File: config.mk
export PLATFORM = sky130hd
export DESIGN_NAME = nand_rr_scheduler
export DESIGN_NICKNAME = d
export VERILOG_FILES = /design/src/rtl/nand_rr_scheduler.sv
export SDC_FILE = /design/constraint.sdc
export NUM_CORES = 1
export LEC_CHECK = 0
export CAP_MARGIN = 20
export CORE_MARGIN = 2
export CORE_UTILIZATION = 41
export CTS_BUF_LIST = sky130_fd_sc_hd__clkbuf_8
export DETAILED_ROUTE_END_ITERATION = 6
export HOLD_SLACK_MARGIN = 0.1
export MAX_ROUTING_LAYER = met4
export PLACE_DENSITY = 0.76
export SLEW_MARGIN = 20
export SYNTH_ARGS = -nofsm -noshare
export SYNTH_HDL_FRONTEND = slang
export SYNTH_SLANG_ARGS = --single-unit
File: constraint.sdc
create_clock -name clk -period 1.4 [get_ports clk]
set_input_delay 0.28 -clock clk [delete_from_list [all_inputs] [get_ports clk]]
set_output_delay 0.28 -clock clk [all_outputs]
set_load 0.05 [all_outputs]
File: src/rtl/nand_rr_scheduler.sv
// Round-robin front end for a single bit-serial NAND evaluator shared by NREQ requesters.
// Each grant latches one WIDTH-bit operand and returns ~&operand, tagged with the requester id.
module nand_rr_scheduler #(
    parameter int NREQ  = 4,
    parameter int WIDTH = 4,
    parameter int IDW   = $clog2(NREQ)
) (
    input  logic                    clk,
    input  logic                    rst,
    input  logic [NREQ-1:0]         req,
    input  logic [NREQ*WIDTH-1:0]   req_data,
    output logic [NREQ-1:0]         gnt,
    output logic                    busy,
    output logic                    rsp_valid,
    output logic [IDW-1:0]          rsp_id,
    output logic                    rsp_y
);

    localparam int CW = (WIDTH > 1) ? $clog2(WIDTH) : 1;

    typedef enum logic {
        IDLE = 1'b0,
        EVAL = 1'b1
    } state_t;

    state_t             state, state_nx;
    logic [IDW-1:0]     ptr, ptr_nx;
    logic [IDW-1:0]     id, id_nx;
    logic [CW-1:0]      cnt, cnt_nx;
    logic               acc, acc_nx;
    logic [WIDTH-1:0]   opnd, opnd_nx;
    logic [NREQ-1:0]    gnt_nx;
    logic               rsp_valid_nx;
    logic [IDW-1:0]     rsp_id_nx;
    logic               rsp_y_nx;

    logic               found;
    logic [IDW-1:0]     sel;
    logic [IDW-1:0]     cand;
    logic [WIDTH-1:0]   sel_data;
    int                 idx;

    // Circular search starting at ptr; the first requester found wins.
    always_comb begin
        found = 1'b0;
        sel   = '0;
        cand  = '0;
        idx   = 0;
        for (int i = 0; i < NREQ; i++) begin
            idx = int'(ptr) + i;
            if (idx >= NREQ) begin
                idx = idx - NREQ;
            end
            cand = IDW'(idx);
            if (!found && req[cand]) begin
                found = 1'b1;
                sel   = cand;
            end
        end
    end

    always_comb begin
        sel_data = '0;
        for (int k = 0; k < NREQ; k++) begin
            if (sel == IDW'(k)) begin
                sel_data = req_data[k*WIDTH +: WIDTH];
            end
        end
    end

    always_comb begin
        state_nx     = state;
        ptr_nx       = ptr;
        id_nx        = id;
        cnt_nx       = cnt;
        acc_nx       = acc;
        opnd_nx      = opnd;
        gnt_nx       = '0;
        rsp_valid_nx = 1'b0;
        rsp_id_nx    = rsp_id;
        rsp_y_nx     = rsp_y;

        case (state)
            IDLE: begin
                if (found) begin
                    gnt_nx   = NREQ'(1) << sel;
                    id_nx    = sel;
                    opnd_nx  = sel_data;
                    acc_nx   = 1'b1;
                    cnt_nx   = '0;
                    state_nx = EVAL;
                end
            end

            EVAL: begin
                // One AND step per cycle, LSB first, no early exit on a zero bit.
                acc_nx = acc & opnd[cnt];
                cnt_nx = cnt + 1'b1;
                if (cnt == CW'(WIDTH - 1)) begin
                    rsp_y_nx     = ~(acc & opnd[WIDTH-1]);
                    rsp_valid_nx = 1'b1;
                    rsp_id_nx    = id;
                    ptr_nx       = (id == IDW'(NREQ - 1)) ? '0 : id + 1'b1;
                    state_nx     = IDLE;
                end
            end

            default: begin
                state_nx = IDLE;
            end
        endcase
    end

    always_ff @(posedge clk) begin
        if (rst) begin
            state     <= IDLE;
            ptr       <= '0;
            id        <= '0;
            cnt       <= '0;
            acc       <= 1'b1;
            opnd      <= '0;
            gnt       <= '0;
            rsp_valid <= 1'b0;
            rsp_id    <= '0;
            rsp_y     <= 1'b0;
        end else begin
            state     <= state_nx;
            ptr       <= ptr_nx;
            id        <= id_nx;
            cnt       <= cnt_nx;
            acc       <= acc_nx;
            opnd      <= opnd_nx;
            gnt       <= gnt_nx;
            rsp_valid <= rsp_valid_nx;
            rsp_id    <= rsp_id_nx;
            rsp_y     <= rsp_y_nx;
        end
    end

    assign busy = (state == EVAL);

endmodule
### Yosys cells after proc, flatten, opt, wreduce, memory -nomap -nowiden

Index checks and enable logic that the tools add are counted.

* multiply operators: 0
* magnitude comparators: 9
* shift-type cells: 1
* add/sub/neg operators: 9
* div/mod/pow operators: 0
* mux-type cells: 35
* equal/unequal tests: 6
* bitwise operators: 5
* reduce and logical (&&, ||, !) cells: 11

Operators with widths (number)
* $mux W2: 10
* $mux W4: 4
* $lt A2 B3 Y1 const B: 5
* $mux W1: 13
* $bmux W1 S2: 5
* $ge A3 B3 Y1 const B: 3
* $eq A2 B2 Y1 const B: 4
* $sub A2 B1 Y2 const B: 4
* $add A2 B2 Y3 const B: 2
* $add A2 B1 Y2 const B: 2
* $pmux W1 S2: 2
* $pmux W2 S2: 1
* $reduce_and A2 Y1: 2
* $shl A1 B2 Y4 const A: 1
* $add A2 B1 Y3 const B: 1
* $ge A2 B3 Y1 const B: 1
* $logic_and A1 B1 Y1: 3
* $logic_not A1 Y1: 3
* $not A1 Y1: 3
* $reduce_or A3 Y1: 1
* $and A1 B1 Y1: 2
* $eq A2 B1 Y1 const B: 1
* $logic_not A2 Y1: 1
* $ne A2 B2 Y1 const B: 1
* $reduce_or A2 Y1: 1

* logic and storage cells: 86
* output and inout port bits: 9
* memories kept: 0
* ROM bits: 0
* input port bits: 22
* memory bits (writable): 0
* bits in latches: 0
* bits in registers: 20

### Logic depth before layout (Yosys ltp)

* word-level depth: 19
* mapped depth: 7

### Least setup slack after synthesis

Ideal clock, no wire load.

* path type: register to register
* start: register state, in the netlist busy
* end: register rsp_y
* library setup time: 0.091 ns
* buffers on the path: 2
* slack: -0.163 ns
* data required time: 1.309 ns
* stages on the path, launching flop included: 6
* arrival: 1.473 ns
* path through: dfxtp_1 -> clkbuf_1 -> and2_1 -> clkbuf_1 -> nor2_1 -> a311oi_1

* cells in the longest elaborated chain, start to end: 1

Ends and longest elaborated chain
* start: declaration: line 26 `state_t state, state_nx;`
* start signal: assignment: line 127 `state <= state_nx;`
* $reduce_and A2 Y1 (no line)
* end signal: assignment: line 136 `rsp_y <= rsp_y_nx;`
* end: declaration: line 16 `output logic rsp_y`

No other way between the ends.
A chain may end at the register's enable or synchronous reset.

### Worst setup path after layout

* start: register ptr[1]
* end: register opnd[0]

* cells in the longest elaborated chain, start to end: 19
* elaborated cells between the ends (all ways): 46
* those cells by class: add/sub: 7; order compare: 4; eq/ne: 3; mux: 24; reduce/logical: 8

Ends and longest elaborated chain
* start: declaration: line 27 `logic [IDW-1:0] ptr, ptr_nx;`
* start signal: assignment: line 128 `ptr <= ptr_nx;`
* parallel branches: the longest is 19 deep, another holds $add A2 B1 Y3
* end signal: assignment: line 132 `opnd <= opnd_nx;`
* end: declaration: line 31 `logic [WIDTH-1:0] opnd, opnd_nx;`

Parallel ways; which one is timed is not known. The select of a mux whose other input is x is not followed.

==> results.sh <==
export IMPL_via_count=851
export IMPL_crit_path_frequent_cell="buf_6"
export IMPL_h_tree_depth=1
export IMPL_hold_violations=0
export IMPL_grt_usage_pct=21.07
export IMPL_first_global_vias=851
export IMPL_wl_per_cell_um=15.06
export IMPL_cts_sinks=20
export IMPL_core_mm2=0.002148
export IMPL_synth_edf_count=0
export IMPL_drc_errors=0
export IMPL_min_period_ns=1.527
export IMPL_wl_um=2500
export IMPL_synth_cell_types=24
export IMPL_rsz0062_at_grt="yes"
export IMPL_drv_slew=0
export IMPL_dp_hpwl_um=1677
export IMPL_yosys_area_top_type_share_pct=44.20
export IMPL_start_util_pct=42.17
export IMPL_viasPerCell=5.127
export IMPL_io_buffers=30
export IMPL_power_density_mw_per_mm2=811.5
export IMPL_p_leak_nw=0.6141
export IMPL_tightest_slew_ns=0.5103
export IMPL_async_reset_ff_share_pct=0
export IMPL_skew_ns=0.002289
export IMPL_design_area_mm2=0.001551
export IMPL_die_x_um=51.01
export IMPL_syn_nets=121
export IMPL_dp_cells=160
export IMPL_gr_total_overflow=0
export IMPL_yosysTopAreaCell="dfxtp_1"
export IMPL_cp_top_family="buffers and inverters"
export IMPL_layout_nets=164
export IMPL_areaGrowthSynthToFinish_pct=71.27
export IMPL_gp_congestion=0.8187
export IMPL_drt_initial_drc_count=12
export IMPL_crit_arrival_ns=1.66
export IMPL_peakVddDrop_mv=0.4703
export IMPL_crit_path_end_kind="register"
export IMPL_cp_slowest_stage_delay_ns=0.35
export IMPL_grt_max_degree=11
export IMPL_die_h_um=51.01
export IMPL_setup_viol=8
export IMPL_period_share_pct=109.1
export IMPL_syn_area_per_cell_um2=9.339
export IMPL_slew_headroom_pct=65.72
export IMPL_diodes=0
export IMPL_synth_main_ff_cell="dfxtp_1"
export IMPL_status="finished with violations"
export IMPL_place_ws_ns=-0.5523
export IMPL_io_pins=31
export IMPL_path_buf_inv=3
export IMPL_synth_seq_area_share_pct=44.20
export IMPL_clk_latency_ns=0.25
export IMPL_cap_violations=0
export IMPL_hold_class="reg -> reg"
export IMPL_crit_type="reg -> reg"
export IMPL_violations="setup timing"
export IMPL_clk_pin_slew_ns=0.07
export IMPL_worstPathCellList="buf_6 -> nand2_4 -> a21oi_4 -> nor3_4 -> buf_4 -> buf_6 -> mux2i_1 -> o221ai_2"
export IMPL_cts_buffers=3
export IMPL_fmax_mhz=654.8
export IMPL_grt_antenna_before_repair=0
export IMPL_whs_ns=0.4592
export IMPL_fin_cells=166
export IMPL_first_pass_iters=4
export IMPL_fillers=134
export IMPL_cpMaxStageDelayCell="dfxtp_4"
export IMPL_synthesis_area_um2=905.9
export IMPL_grt_pass1_wl_um=3933
export IMPL_row_count=17
export IMPL_place_area_mm2=0.001375
export IMPL_path_max_fanout=4
export IMPL_drive_gt1_share_pct=32.61
export IMPL_clock_path_buffers=2
export IMPL_ys_warn_count=0
export IMPL_ant_nets=0
export IMPL_synthTopCellsByArea="dfxtp_1, mux2i_1, nand2_1"
export IMPL_fin_util_pct=72.22
export IMPL_worstSetupStartpointType="register"
export IMPL_crit_required_ns=1.54
export IMPL_cts_tree="done"
export IMPL_dieArea_mm2=0.002602
export IMPL_synth_cells=97
export IMPL_ys_seq_elements=20
export IMPL_postCtsHoldBufs=0
export IMPL_clockRootBuffer="clkbuf_8"
export IMPL_fin_ws_ns=-0.1271
-- layout make-up --
type | count | area [um^2] | share of cell area (%)
repair buffers | 43 | 498.0 | 32.10
inverters | 2 | 7.507 | 0.4839
well taps | 28 | 35.03 | 2.258
multi-input cells | 70 | 564.3 | 36.37
flip-flops and latches | 20 | 405.4 | 26.13
clock buffers | 3 | 41.29 | 2.661
-- per-layer routing --
metal  global-route usage (%)  vias up  wire length (um)  share of wire (%)
met5                        -        -                 0                  0
met4                    6.757        0                26                1.0
met3                    2.924        2                59                2.4
met2                    35.93       15              1355                 54
met1                    25.74      412              1058                 42
li1                         -      422                 -                  -
-- logic make-up after synthesis --
family | share of synthesized area (%)
fa+ha+maj | 2.762
compound gates | 15.89
xor+xnor | 0.9670
flops | 44.20
mux | 12.43
buf+inv | 4.558
simple gates | 19.20
-- power breakdown --
part / leakage (nW) / internal [W] / switching, W
combinational: 0.429 / 0.000158 / 0.000126
clock: 0.0216 / 0.000191 / 0.000175
sequential: 0.164 / 0.000591 / 0.0000187
total: 0.614 / 0.000940 / 0.000319
-- final timing paths --
path | from | endpoint | slack (ns) | depth (start not counted)
setup / recovery | ptr[1] | opnd[0] | -0.13 | 8
hold / removal | acc | rsp_y | 0.46 | 1
setup reg to reg | ptr[1] | opnd[0] | -0.13 | 8
hold reg to reg | acc | rsp_y | 0.46 | 1
-- what timing repair did --
item,in CTS,in global routing
endpoints found under the setup margin,13,14
pin swaps,1,3
resized for setup,13,15
buffers inserted,1,1
cloned,1,0
-- registers in the layout, indices dropped and copies added, names as in the netlist, 2 cells and up --
register  cells
opnd          4
id            2
rsp_id        2
ptr           2
cnt           2
gnt           4
-- layout by cell type (no fill, tap or decap), drive strengths merged, types with 2 or more instances in the layout --
cell type / count
dlygate4sd2: 3
nor2: 11
o221ai: 4
dfxtp: 20
clkdlybuf4s50: 17
nor3: 4
nand2: 20
ha: 2
clkbuf: 3
a21oi: 8
buf: 22
inv: 2
mux2i: 9
-- through the flow --
| step | setup TNS, ns | power (W) |
|---|---|---|
| after floorplan | -0.05320 | 0.0007293 |
| after global placement | -4.776 | 0.0008482 |
| after detailed placement | -5.490 | 0.0008552 |
| after CTS | -1.031 | 0.001232 |
| after global routing | -1.158 | 0.001303 |
| final | -0.6186 | 0.001259 |
-- synthesized netlist by cell type (2+ instances only) --
cell type	count
nor2_1	11
nand2_1	20
buf_6	2
dfxtp_1	20
o221ai_2	4
a21oi_1	8
inv_1	2
mux2i_1	9
ha_1	2
clkbuf_1	3
nor3_1	3
-- worst register-to-register path, stage by stage, from the launching register on --
cell and delay, ns:
dfxtp_4 0.35, buf_6 0.13, nand2_4 0.06, a21oi_4 0.06, nor3_4 0.23, buf_4 0.15, buf_6 0.11, mux2i_1 0.23
o221ai_2 0.11
No activity file was read; power rests on OpenSTA's default activity.
